## config.mk

```make
export PLATFORM = sky130hd
export DESIGN_NAME = vga_pattern_gen
export DESIGN_NICKNAME = d
export VERILOG_FILES = /design/src/rtl/vga_pkg.sv /design/src/rtl/vga_sync_counter.sv /design/src/rtl/vga_pattern_gen.sv
export SDC_FILE = /design/constraint.sdc
export NUM_CORES = 1
export LEC_CHECK = 0
export CORE_UTILIZATION = 40
export DETAILED_ROUTE_END_ITERATION = 16
export DONT_BUFFER_PORTS = 1
export GPL_ROUTABILITY_DRIVEN = 1
export PLACE_DENSITY = 0.62
export RECOVER_POWER = 100
export SLEW_MARGIN = 20
export SYNTH_ARGS = -nofsm -noshare
export SYNTH_HDL_FRONTEND = slang
export SYNTH_HIERARCHICAL = 1
export SYNTH_SLANG_ARGS = --single-unit
```

## constraint.sdc

```tcl
create_clock -name CLK -period 4.7 [get_ports CLK]
set_input_delay 0.705 -clock CLK [delete_from_list [all_inputs] [get_ports CLK]]
set_output_delay 0.705 -clock CLK [all_outputs]
set_load 0.005 [all_outputs]
```

## src/rtl/vga_pkg.sv

```systemverilog
// Shared pattern codes, default 640x480 timing and the frame-lock state type
// for the VGA test-pattern path.
package vga_pkg;

  localparam logic [2:0] PAT_BLACK = 3'd0;
  localparam logic [2:0] PAT_RED   = 3'd1;
  localparam logic [2:0] PAT_GREEN = 3'd2;
  localparam logic [2:0] PAT_BLUE  = 3'd3;
  localparam logic [2:0] PAT_WHITE = 3'd4;
  localparam logic [2:0] PAT_BARS  = 3'd5;
  localparam logic [2:0] PAT_CHECK = 3'd6;
  localparam logic [2:0] PAT_BOX   = 3'd7;

  localparam int DEF_TOTAL_COLS  = 800;
  localparam int DEF_TOTAL_ROWS  = 525;
  localparam int DEF_ACTIVE_COLS = 640;
  localparam int DEF_ACTIVE_ROWS = 480;

  typedef enum logic {
    WAIT_FRAME = 1'b0,
    RUN        = 1'b1
  } vga_state_e;

  // Channel enables {red, green, blue} for the flat-colour codes; every other code is black here.
  function automatic logic [2:0] solid_rgb(input logic [2:0] pat);
    case (pat)
      PAT_RED:   return 3'b100;
      PAT_GREEN: return 3'b010;
      PAT_BLUE:  return 3'b001;
      PAT_WHITE: return 3'b111;
      default:   return 3'b000;
    endcase
  endfunction

endpackage

```

## src/rtl/vga_sync_counter.sv

```systemverilog
// Regenerates column/row position from the incoming V sync edge and reports
// whether the stream has locked to a frame.
module vga_sync_counter
  import vga_pkg::*;
#(
  parameter int TOTAL_COLS = DEF_TOTAL_COLS,
  parameter int TOTAL_ROWS = DEF_TOTAL_ROWS,
  parameter int COL_W      = $clog2(TOTAL_COLS),
  parameter int ROW_W      = $clog2(TOTAL_ROWS)
) (
  input  logic             CLK,
  input  logic             RST,
  input  logic             i_V_Sync,
  output logic [COL_W-1:0] col_p1,
  output logic [ROW_W-1:0] row_p1,
  output logic             frame_start_p1,
  output logic             vld_p1
);

  localparam logic [COL_W-1:0] COL_LAST = COL_W'(TOTAL_COLS - 1);
  localparam logic [ROW_W-1:0] ROW_LAST = ROW_W'(TOTAL_ROWS - 1);

  vga_state_e state;
  logic       v_prev;
  logic       v_rise;

  assign v_rise = i_V_Sync & ~v_prev;

  // v_prev comes out of reset high so that releasing reset while V is already
  // high (mid-frame) is not mistaken for a frame start.
  always_ff @(posedge CLK or posedge RST) begin
    if (RST) begin
      state  <= WAIT_FRAME;
      v_prev <= 1'b1;
      col_p1 <= '0;
      row_p1 <= '0;
    end else begin
      v_prev <= i_V_Sync;
      if (v_rise) begin
        col_p1 <= '0;
        row_p1 <= '0;
      end else if (col_p1 == COL_LAST) begin
        col_p1 <= '0;
        row_p1 <= (row_p1 == ROW_LAST) ? '0 : row_p1 + 1'b1;
      end else begin
        col_p1 <= col_p1 + 1'b1;
      end
      case (state)
        WAIT_FRAME: if (v_rise) state <= RUN;
        RUN:        state <= RUN;
      endcase
    end
  end

  assign vld_p1         = (state == RUN);
  assign frame_start_p1 = vld_p1 && (col_p1 == '0) && (row_p1 == '0);

endmodule

```

## src/rtl/vga_pattern_gen.sv

```systemverilog
// Test-pattern source: eight selectable patterns generated from recovered
// pixel position, with syncs delayed to stay aligned with colour.
module vga_pattern_gen
  import vga_pkg::*;
#(
  parameter int COLOR_W     = 3,
  parameter int TOTAL_COLS  = DEF_TOTAL_COLS,
  parameter int TOTAL_ROWS  = DEF_TOTAL_ROWS,
  parameter int ACTIVE_COLS = DEF_ACTIVE_COLS,
  parameter int ACTIVE_ROWS = DEF_ACTIVE_ROWS,
  parameter int BOX_SIZE    = 32,
  parameter int CHECK_LOG2  = 5
) (
  input  logic               CLK,
  input  logic               RST,
  input  logic               i_H_Sync,
  input  logic               i_V_Sync,
  input  logic [2:0]         i_Pattern,
  output logic               o_H_Sync,
  output logic               o_V_Sync,
  output logic [COLOR_W-1:0] o_Red,
  output logic [COLOR_W-1:0] o_Green,
  output logic [COLOR_W-1:0] o_Blue
);

  localparam int COL_W = $clog2(TOTAL_COLS);
  localparam int ROW_W = $clog2(TOTAL_ROWS);
  localparam int BAR_W = ACTIVE_COLS / 8;

  localparam logic [COL_W-1:0] ACT_X = COL_W'(ACTIVE_COLS);
  localparam logic [ROW_W-1:0] ACT_Y = ROW_W'(ACTIVE_ROWS);
  localparam logic [COL_W-1:0] X_LIM = COL_W'(ACTIVE_COLS - BOX_SIZE);
  localparam logic [ROW_W-1:0] Y_LIM = ROW_W'(ACTIVE_ROWS - BOX_SIZE);
  localparam logic [COL_W-1:0] BOX_X = COL_W'(BOX_SIZE);
  localparam logic [ROW_W-1:0] BOX_Y = ROW_W'(BOX_SIZE);

  logic [COL_W-1:0] col_p1;
  logic [ROW_W-1:0] row_p1;
  logic             frame_start_p1;
  logic             vld_p1;
  logic             h_p1;
  logic             v_p1;

  logic [2:0]       pat_q;
  logic [COL_W-1:0] bx_q;
  logic [ROW_W-1:0] by_q;
  logic             vx_neg_q;
  logic             vy_neg_q;

  logic [COL_W-1:0] bx_nxt;
  logic [ROW_W-1:0] by_nxt;
  logic             vx_neg_nxt;
  logic             vy_neg_nxt;

  logic [2:0]       pat_eff;
  logic [COL_W-1:0] bx_eff;
  logic [ROW_W-1:0] by_eff;

  logic             active_p1;
  logic             in_box_p1;
  logic             check_p1;
  logic [2:0]       bar_p1;
  logic [2:0]       rgb_p1;

  // Bar index by threshold compare, avoiding a divider for non-power-of-two bar widths.
  function automatic logic [2:0] bar_index(input logic [COL_W-1:0] col);
    logic [2:0] idx;
    idx = '0;
    for (int k = 1; k < 8; k++) begin
      if (col >= COL_W'(k * BAR_W)) idx = 3'(k);
    end
    return idx;
  endfunction

  vga_sync_counter #(
    .TOTAL_COLS (TOTAL_COLS),
    .TOTAL_ROWS (TOTAL_ROWS),
    .COL_W      (COL_W),
    .ROW_W      (ROW_W)
  ) u_sync_counter (
    .CLK            (CLK),
    .RST            (RST),
    .i_V_Sync       (i_V_Sync),
    .col_p1         (col_p1),
    .row_p1         (row_p1),
    .frame_start_p1 (frame_start_p1),
    .vld_p1         (vld_p1)
  );

  // ---- stage 1: sync capture (counters live in u_sync_counter) ----
  always_ff @(posedge CLK or posedge RST) begin
    if (RST) begin
      h_p1 <= 1'b0;
      v_p1 <= 1'b0;
    end else begin
      h_p1 <= i_H_Sync;
      v_p1 <= i_V_Sync;
    end
  end

  always_comb begin
    bx_nxt     = bx_q;
    vx_neg_nxt = vx_neg_q;
    if (!vx_neg_q) begin
      if (bx_q == X_LIM) begin
        vx_neg_nxt = 1'b1;
        bx_nxt     = bx_q - 1'b1;
      end else begin
        bx_nxt     = bx_q + 1'b1;
      end
    end else begin
      if (bx_q == '0) begin
        vx_neg_nxt = 1'b0;
        bx_nxt     = bx_q + 1'b1;
      end else begin
        bx_nxt     = bx_q - 1'b1;
      end
    end

    by_nxt     = by_q;
    vy_neg_nxt = vy_neg_q;
    if (!vy_neg_q) begin
      if (by_q == Y_LIM) begin
        vy_neg_nxt = 1'b1;
        by_nxt     = by_q - 1'b1;
      end else begin
        by_nxt     = by_q + 1'b1;
      end
    end else begin
      if (by_q == '0) begin
        vy_neg_nxt = 1'b0;
        by_nxt     = by_q + 1'b1;
      end else begin
        by_nxt     = by_q - 1'b1;
      end
    end
  end

  always_ff @(posedge CLK or posedge RST) begin
    if (RST) begin
      pat_q    <= PAT_BLACK;
      bx_q     <= '0;
      by_q     <= '0;
      vx_neg_q <= 1'b0;
      vy_neg_q <= 1'b0;
    end else if (frame_start_p1) begin
      pat_q    <= i_Pattern;
      bx_q     <= bx_nxt;
      by_q     <= by_nxt;
      vx_neg_q <= vx_neg_nxt;
      vy_neg_q <= vy_neg_nxt;
    end
  end

  // Pixel (0,0) is coloured in the frame-start cycle itself, so it sees the
  // values being latched rather than last frame's.
  assign pat_eff = frame_start_p1 ? i_Pattern : pat_q;
  assign bx_eff  = frame_start_p1 ? bx_nxt    : bx_q;
  assign by_eff  = frame_start_p1 ? by_nxt    : by_q;

  assign active_p1 = (col_p1 < ACT_X) && (row_p1 < ACT_Y);
  assign in_box_p1 = (col_p1 >= bx_eff) && (col_p1 < bx_eff + BOX_X) &&
                     (row_p1 >= by_eff) && (row_p1 < by_eff + BOX_Y);
  assign check_p1  = col_p1[CHECK_LOG2] ^ row_p1[CHECK_LOG2];
  assign bar_p1    = bar_index(col_p1);

  always_comb begin
    rgb_p1 = 3'b000;
    if (vld_p1 && active_p1) begin
      case (pat_eff)
        PAT_BARS:  rgb_p1 = bar_p1;
        PAT_CHECK: rgb_p1 = {3{check_p1}};
        PAT_BOX:   rgb_p1 = {3{in_box_p1}};
        default:   rgb_p1 = solid_rgb(pat_eff);
      endcase
    end
  end

  // ---- stage 2: colour and delayed syncs leave together ----
  always_ff @(posedge CLK or posedge RST) begin
    if (RST) begin
      o_H_Sync <= 1'b0;
      o_V_Sync <= 1'b0;
      o_Red    <= '0;
      o_Green  <= '0;
      o_Blue   <= '0;
    end else begin
      o_H_Sync <= h_p1;
      o_V_Sync <= v_p1;
      o_Red    <= {COLOR_W{rgb_p1[2]}};
      o_Green  <= {COLOR_W{rgb_p1[1]}};
      o_Blue   <= {COLOR_W{rgb_p1[0]}};
    end
  end

endmodule

```

# Word-level counts from Yosys, hierarchy flattened
# Cells that the tools add are included.
[word_totals]
regBits = 54
inputBits = 7
output_inout_bits = 11
word_cells = 96
[op_classes]
addsub = 8
order_cmp = 13
eq_ne = 11
muxes = 32
bitwise = 4
n_reduce_logical = 12
[op_table]
columns = ["operator", "n"]
rows = [
  ["two-way mux 10 bit", 13],
  ["adder 10 x 1 -> 10 bit (second input constant)", 4],
  ["logical NOT 10 bit", 4],
  ["== test 10 bit (second input constant)", 3],
  ["greater-or-equal comparator 10 x 9 -> 1 bit (second input constant)", 3],
  ["two-way mux 3 bit", 8],
  ["adder 10 x 6 -> 10 bit (second input constant)", 2],
  ["greater-or-equal comparator 10 bit", 2],
  ["greater-or-equal comparator 10 x 8 -> 1 bit (second input constant)", 2],
  ["less-than comparator 10 bit", 2],
  ["subtractor 10 x 1 -> 10 bit (second input constant)", 2],
  ["== test 3 bit (second input constant)", 4],
  ["one-hot mux 3 bit (4 select lines)", 1],
  ["== test 10 x 9 -> 1 bit (second input constant)", 1],
  ["greater-or-equal comparator 10 bit (second input constant)", 1],
  ["greater-or-equal comparator 10 x 7 -> 1 bit (second input constant)", 1],
  ["less-than comparator 10 bit (second input constant)", 1],
  ["less-than comparator 10 x 9 -> 1 bit (second input constant)", 1],
  ["one-hot mux 3 bit (3 select lines)", 1],
  ["two-way mux 1 bit", 8],
  ["logical AND 1 bit", 7],
  ["== test 3 x 2 -> 1 bit (second input constant)", 2],
  ["== test 3 x 1 -> 1 bit (second input constant)", 1],
  ["inverter 1 bit", 2],
  ["other kinds (4)", 4],
]

# Logic depth before layout (Yosys ltp)
[logic_depth]
word_depth = 11
mapped_depth = 20
depth_no_buf = 20

# Modules after synthesis
# Netlist, hierarchy kept.
[by_module_without_submodules]
columns = ["module", "instances", "cells_per_inst", "area_per_inst_um2"]
rows = [
  ["vga_pattern_gen", 1, 330, 2940.3],
  ["vga_sync_counter", 1, 123, 1221.2],
]

# Least setup slack after synthesis
# OpenSTA, ideal clock, no wires.
[synth_timing]
path_kind = "reg-to-reg"
from = "reg u_sync_counter.col_p1[6]"
to = "reg o_Green[0] (netlist name)"
setup_time_ns = 0.099
t_arrival_ns = 4.048
setup_slack_ns = 0.552
stages_incl_launch_ff = 19
n_path_buf = 0
period_less_slack_ns = 4.148
cell_sequence = "dfrtp_1 -> nor3_4 -> nand4_1 -> nor2_1 -> inv_1 -> or4_1 -> mux2i_1 -> xnor2_1 -> inv_1 -> ha_1 -> nor3b_1 -> xnor2_1 -> ha_1 -> a211o_1 -> a21oi_1 -> o2111ai_1 -> nor3_1 -> a31oi_1 -> a311oi_1"
[synth_between]
elab_chain_len = 11
elab_cells_between_ends = 40
[synth_lines]
columns = ["element", "line", "rtl"]
rows = [
  ["from (decl)", "vga_sync_counter.sv:14", "output logic [COL_W-1:0] col_p1,"],
  ["from (signal assigned)", "vga_sync_counter.sv:46", "col_p1 <= col_p1 + 1'b1;"],
  ["logical NOT 10 bit *", "vga_sync_counter.sv:56", "assign frame_start_p1 = vld_p1 && (col_p1 == '0) && (row_p1 == '0);"],
  ["logical AND 1 bit * (2 in series)", "vga_sync_counter.sv:56", ""],
  ["net frame_start_p1", "vga_pattern_gen.sv:39", "logic frame_start_p1;"],
  ["two-way mux 10 bit *", "-", ""],
  ["net bx_eff[6]", "vga_pattern_gen.sv:56", "logic [COL_W-1:0] bx_eff;"],
  ["adder 10 x 6 -> 10 bit", "vga_pattern_gen.sv:162", "assign in_box_p1 = (col_p1 >= bx_eff) && (col_p1 < bx_eff + BOX_X) &&"],
  ["less-than comparator 10 bit", "vga_pattern_gen.sv:162", ""],
  ["logical AND 1 bit * (2 in series)", "vga_pattern_gen.sv:162", ""],
  ["logical AND 1 bit *", "vga_pattern_gen.sv:163", "(row_p1 >= by_eff) && (row_p1 < by_eff + BOX_Y);"],
  ["one-hot mux 3 bit (3 select lines) *", "vga_pattern_gen.sv:170", "case (pat_eff)"],
  ["two-way mux 3 bit *", "vga_pattern_gen.sv:169", "if (vld_p1 && active_p1) begin"],
  ["net rgb_p1[1]", "vga_pattern_gen.sv:63", "logic [2:0] rgb_p1;"],
]
# The timed path passes the listed nets; every way through them passes the cells marked *.
# A chain may end at the register's enable or synchronous reset.

# Final worst setup path
[layout_timing]
from = "reg u_sync_counter.col_p1[0]"
to = "reg o_Green[0] (netlist name)"
[layout_between]
elab_chain_len = 11
elab_cells_between_ends = 40
[layout_lines]
columns = ["element", "line"]
rows = [
  ["logical NOT 10 bit *", "vga_sync_counter.sv:56"],
  ["logical AND 1 bit * (2 in series)", "vga_sync_counter.sv:56"],
  ["net frame_start_p1", "vga_pattern_gen.sv:39"],
  ["two-way mux 10 bit *", "-"],
  ["net bx_eff[6]", "vga_pattern_gen.sv:56"],
  ["adder 10 x 6 -> 10 bit", "vga_pattern_gen.sv:162"],
  ["less-than comparator 10 bit", "vga_pattern_gen.sv:162"],
  ["logical AND 1 bit * (2 in series)", "vga_pattern_gen.sv:162"],
  ["logical AND 1 bit *", "vga_pattern_gen.sv:163"],
  ["one-hot mux 3 bit (3 select lines) *", "vga_pattern_gen.sv:170"],
  ["two-way mux 3 bit *", "vga_pattern_gen.sv:169"],
  ["net rgb_p1[1]", "vga_pattern_gen.sv:63"],
]
# Marked as above.

==> impl_results.md <==
* Max Cap Viol at 1
* Total core area at 0.00991 mm^2
* Vias in the first global route at 3190
* Fin cells at 587
* Fill count at 995
* Area Growth Syn to Fin at 5.17%
* Wire per inst at 15.1 um
* CTS tree: done
* Setup violators final at 0
* ANT cells at 0
* R2R depth at 20
* Number of enable flip-flop cells after synthesis at 0
* First-pass DRT Iterations at 4
* Failing checks: max-capacitance violations, max-slew violations
* Die X at 104 um
* CP bufs+invs at 3
* Max-slew headroom at -0.134
* Pwr Density at 400 mW/mm^2
* Yosys warns at 6
* FF-to-FF End: o_Green[0]$_DFF_PP0_
* CTS Buf Count at 5
* Reg2Reg Setup Slack at 370 ps
* Maximum vdd drop at 0.163 mV
* Port Buffer Count at 0
* Clk sinks at 54
* RSZ-0062 raised after global routing: false
* WP data arrival at 4550 ps
* Die Height at 104 um
* Longest Clk Path Bufs at 2
* Fin nets at 501
* Initial DRC Count at 157
* Total wire length at 8860 um
* Cell depth of the worst setup path at 20
* Async SR Flop Fraction at 1.00
* H-tree Lvls at 2
* Max FO, Critical Path at 6
* Syn Nets at 501
* Seq/Total Area, Yosys at 0.325
* Post-route clock period utilization at 0.921
* CP startpoint: u_sync_counter/col_p1[0]$_DFF_PP0_
* Total grt overflow at 0
* FP Rows at 36
* Worst R2R Start: u_sync_counter/col_p1[0]$_DFF_PP0_
* Via density at 5.69
* First-pass GRT wire length at 15000 um
* Placer congestion estimate at 0.895
* Clk slew on worst S/H paths at 100 ps
* Predominant post-synthesis flop cell: dfrtp_1
* Hold crit path type: input port to asynchronous set/reset pin
* Min Tclk post-route at 4330 ps
* Initial core utilization at 0.420
* Post-synthesis average cell area at 9.19 um^2
* Crit path capture: o_Green[0]$_DFF_PP0_
* Critical Path Sink Type: flip-flop
* Top-Level Pins at 18
* Slew Viols, Final at 31
* Root Buffer: clkbuf_8
* FF+latch area at 0.00135 mm^2
* Netlist cell types at 74
* Setup TNS at 0 ps
* CP Cell Sequence: inv_1, ha_1, nor4b_1, nand4_1, nor2_2, inv_1, or4_1, mux2i_1, xnor2_1, inv_1, ha_1, nor3b_1, xnor2_1, ha_1, a211o_1, a21oi_1, o2111ai_1, nor3_1, a31oi_1, a311oi_1
* Final Skew at 8.13 ps
* Status: complete, but fails checks
* Gr usage total at 0.168
* Postcts setup bufs at 0
* Worst slew pin tran at 1700 ps
* Fin Hold WS at 130 ps
* Layout cell share with drive strength beyond 1 at 0.0793
* DPL Wire Length at 6580 um
* Startpoint types: flip-flop
* Initial antenna violation count at 0
* Hold-fix buffers, CTS at 0
* Cell count after synthesis at 453
* Die ar. at 0.0108 mm^2
* Synthesized cell area at 0.00416 mm^2
* Placed insts at 579
* Slowest cell on crit path: or4_1
* Latest clock arrival within the worst-skew pair at 310 ps
* # DRC at 0
* WP data required at 4910 ps
* Fin. Hold Viols at 0
* Leak at 0.00202 uW
* Worst path max stage delay at 530 ps
* Antenna Nets Post-Route at 0
* Max Fclk at 231 MHz
* Vias at 3338
* CP top delay family: simple AND/OR/NAND/NOR gates
* Multi-input gate area at 0.00252 mm^2
* # resized after CTS at 0
* Largest net degree at the start of global routing at 33
* FF+latch count, synth at 54
* CP Class: flip-flop to flip-flop
==> report_power, final <==
part / internal (uW) / total [uW] / switching [uW]
Sequential: 557 / 694 / 137
Clock: 160 / 313 / 153
Combinational: 324 / 743 / 419
Total: 1040 / 1750 / 709
==> worst min-delay path by stage <==
stage	startpoint	to	slack, ps	cells after the start
6_report	RST	v_p1$_DFF_PP0_	130	1
5_1_grt	RST	o_V_Sync$_DFF_PP0_	120	1
2_1_floorplan	h_p1$_DFF_PP0_	o_H_Sync$_DFF_PP0_	330	0
4_1_cts	RST	v_p1$_DFF_PP0_	120	1
3_5_place_dp	v_p1$_DFF_PP0_	o_V_Sync$_DFF_PP0_	340	0
3_3_place_gp	v_p1$_DFF_PP0_	o_V_Sync$_DFF_PP0_	330	0
==> cell type report <==
class                      instances  share of cell area
inverter                          43              0.0369
tap                              133              0.0380
clock inverter                     1             0.00686
sequential                        54               0.309
clock buffer                       7              0.0174
multi-input combinational        339               0.575
timing repair buffer              10              0.0163
==> stage by stage <==
step	total power, uW	utilization	worst slack, ps	cell area, um^2
2_1_floorplan	1300	-	552	4160
3_3_place_gp	1440	0.435	510	4310
3_5_place_dp	1450	0.435	382	4310
4_1_cts	1780	0.445	350	4410
5_1_grt	1910	0.442	24.7	4380
6_report	1750	0.442	369	4380
==> metal layers <==
metal  wire length [um]  part of all wire  track usage
met5                  0                 0            0
met4                173             0.020       0.0582
met3                326             0.037       0.0207
met2               3920              0.44        0.264
met1               4440              0.50        0.239
==> layout by cell type (no fill, tap or decap), types with 9 or more instances in the layout <==
cell	n
nand2_1	29
inv_1	43
ha_1	41
a21oi_1	26
nand3_1	10
dfrtp_1	53
o21ai_0	22
buf_4	9
nor2_1	22
a21o_1	10
xnor2_1	16
xor2_1	17
nand4_1	13
==> synthesized netlist by cell type, types with 3 or more instances <==
cell type  count  area share
nor2b_1        7       0.011
nor4b_1        5       0.011
nand2b_1       7       0.011
nor3_1         8      0.0096
or3_1          5      0.0075
o211ai_1       3      0.0054
nor2_1        23       0.021
o21a_1         4      0.0072
and3_1         5      0.0075
nand4_1       12       0.018
or4_1          6       0.011
a21o_1        10       0.018
dfrtp_1       53        0.32
a211oi_1       3      0.0054
mux2i_1        4      0.0096
nor3b_1        3      0.0054
buf_4          6       0.011
a21oi_1       25       0.030
ha_1          41        0.12
nor4_1         6      0.0090
nand3_1       10       0.012
xor2_1        17       0.036
a311oi_1       3      0.0063
a32o_1         3      0.0072
xnor2_1       16       0.034
and2_2         3      0.0054
mux2_2         3      0.0081
o21ai_0       21       0.025
nand2_1       30       0.027
and4_1         8       0.017
clkbuf_1       6      0.0054
inv_1         43       0.039
o31ai_1        4      0.0072
==> state kept, by name, indices dropped and copies added (netlist names), 3 cells and up <==
| name | flops |
|---|---|
| bx_q | 10 |
| u_sync_counter/col_p1 | 10 |
| u_sync_counter/row_p1 | 10 |
| pat_q | 3 |
| by_q | 10 |
==> cell families after synthesis <==
logic type / after synthesis / share of synthesized area
compound gates: 103 / 0.177
simple gates: 153 / 0.219
flops: 54 / 0.325
buf+inv: 60 / 0.0622
xor+xnor: 34 / 0.0734
fa+ha+maj: 42 / 0.126
mux: 7 / 0.0177
Power figures use the tool's default switching activity.
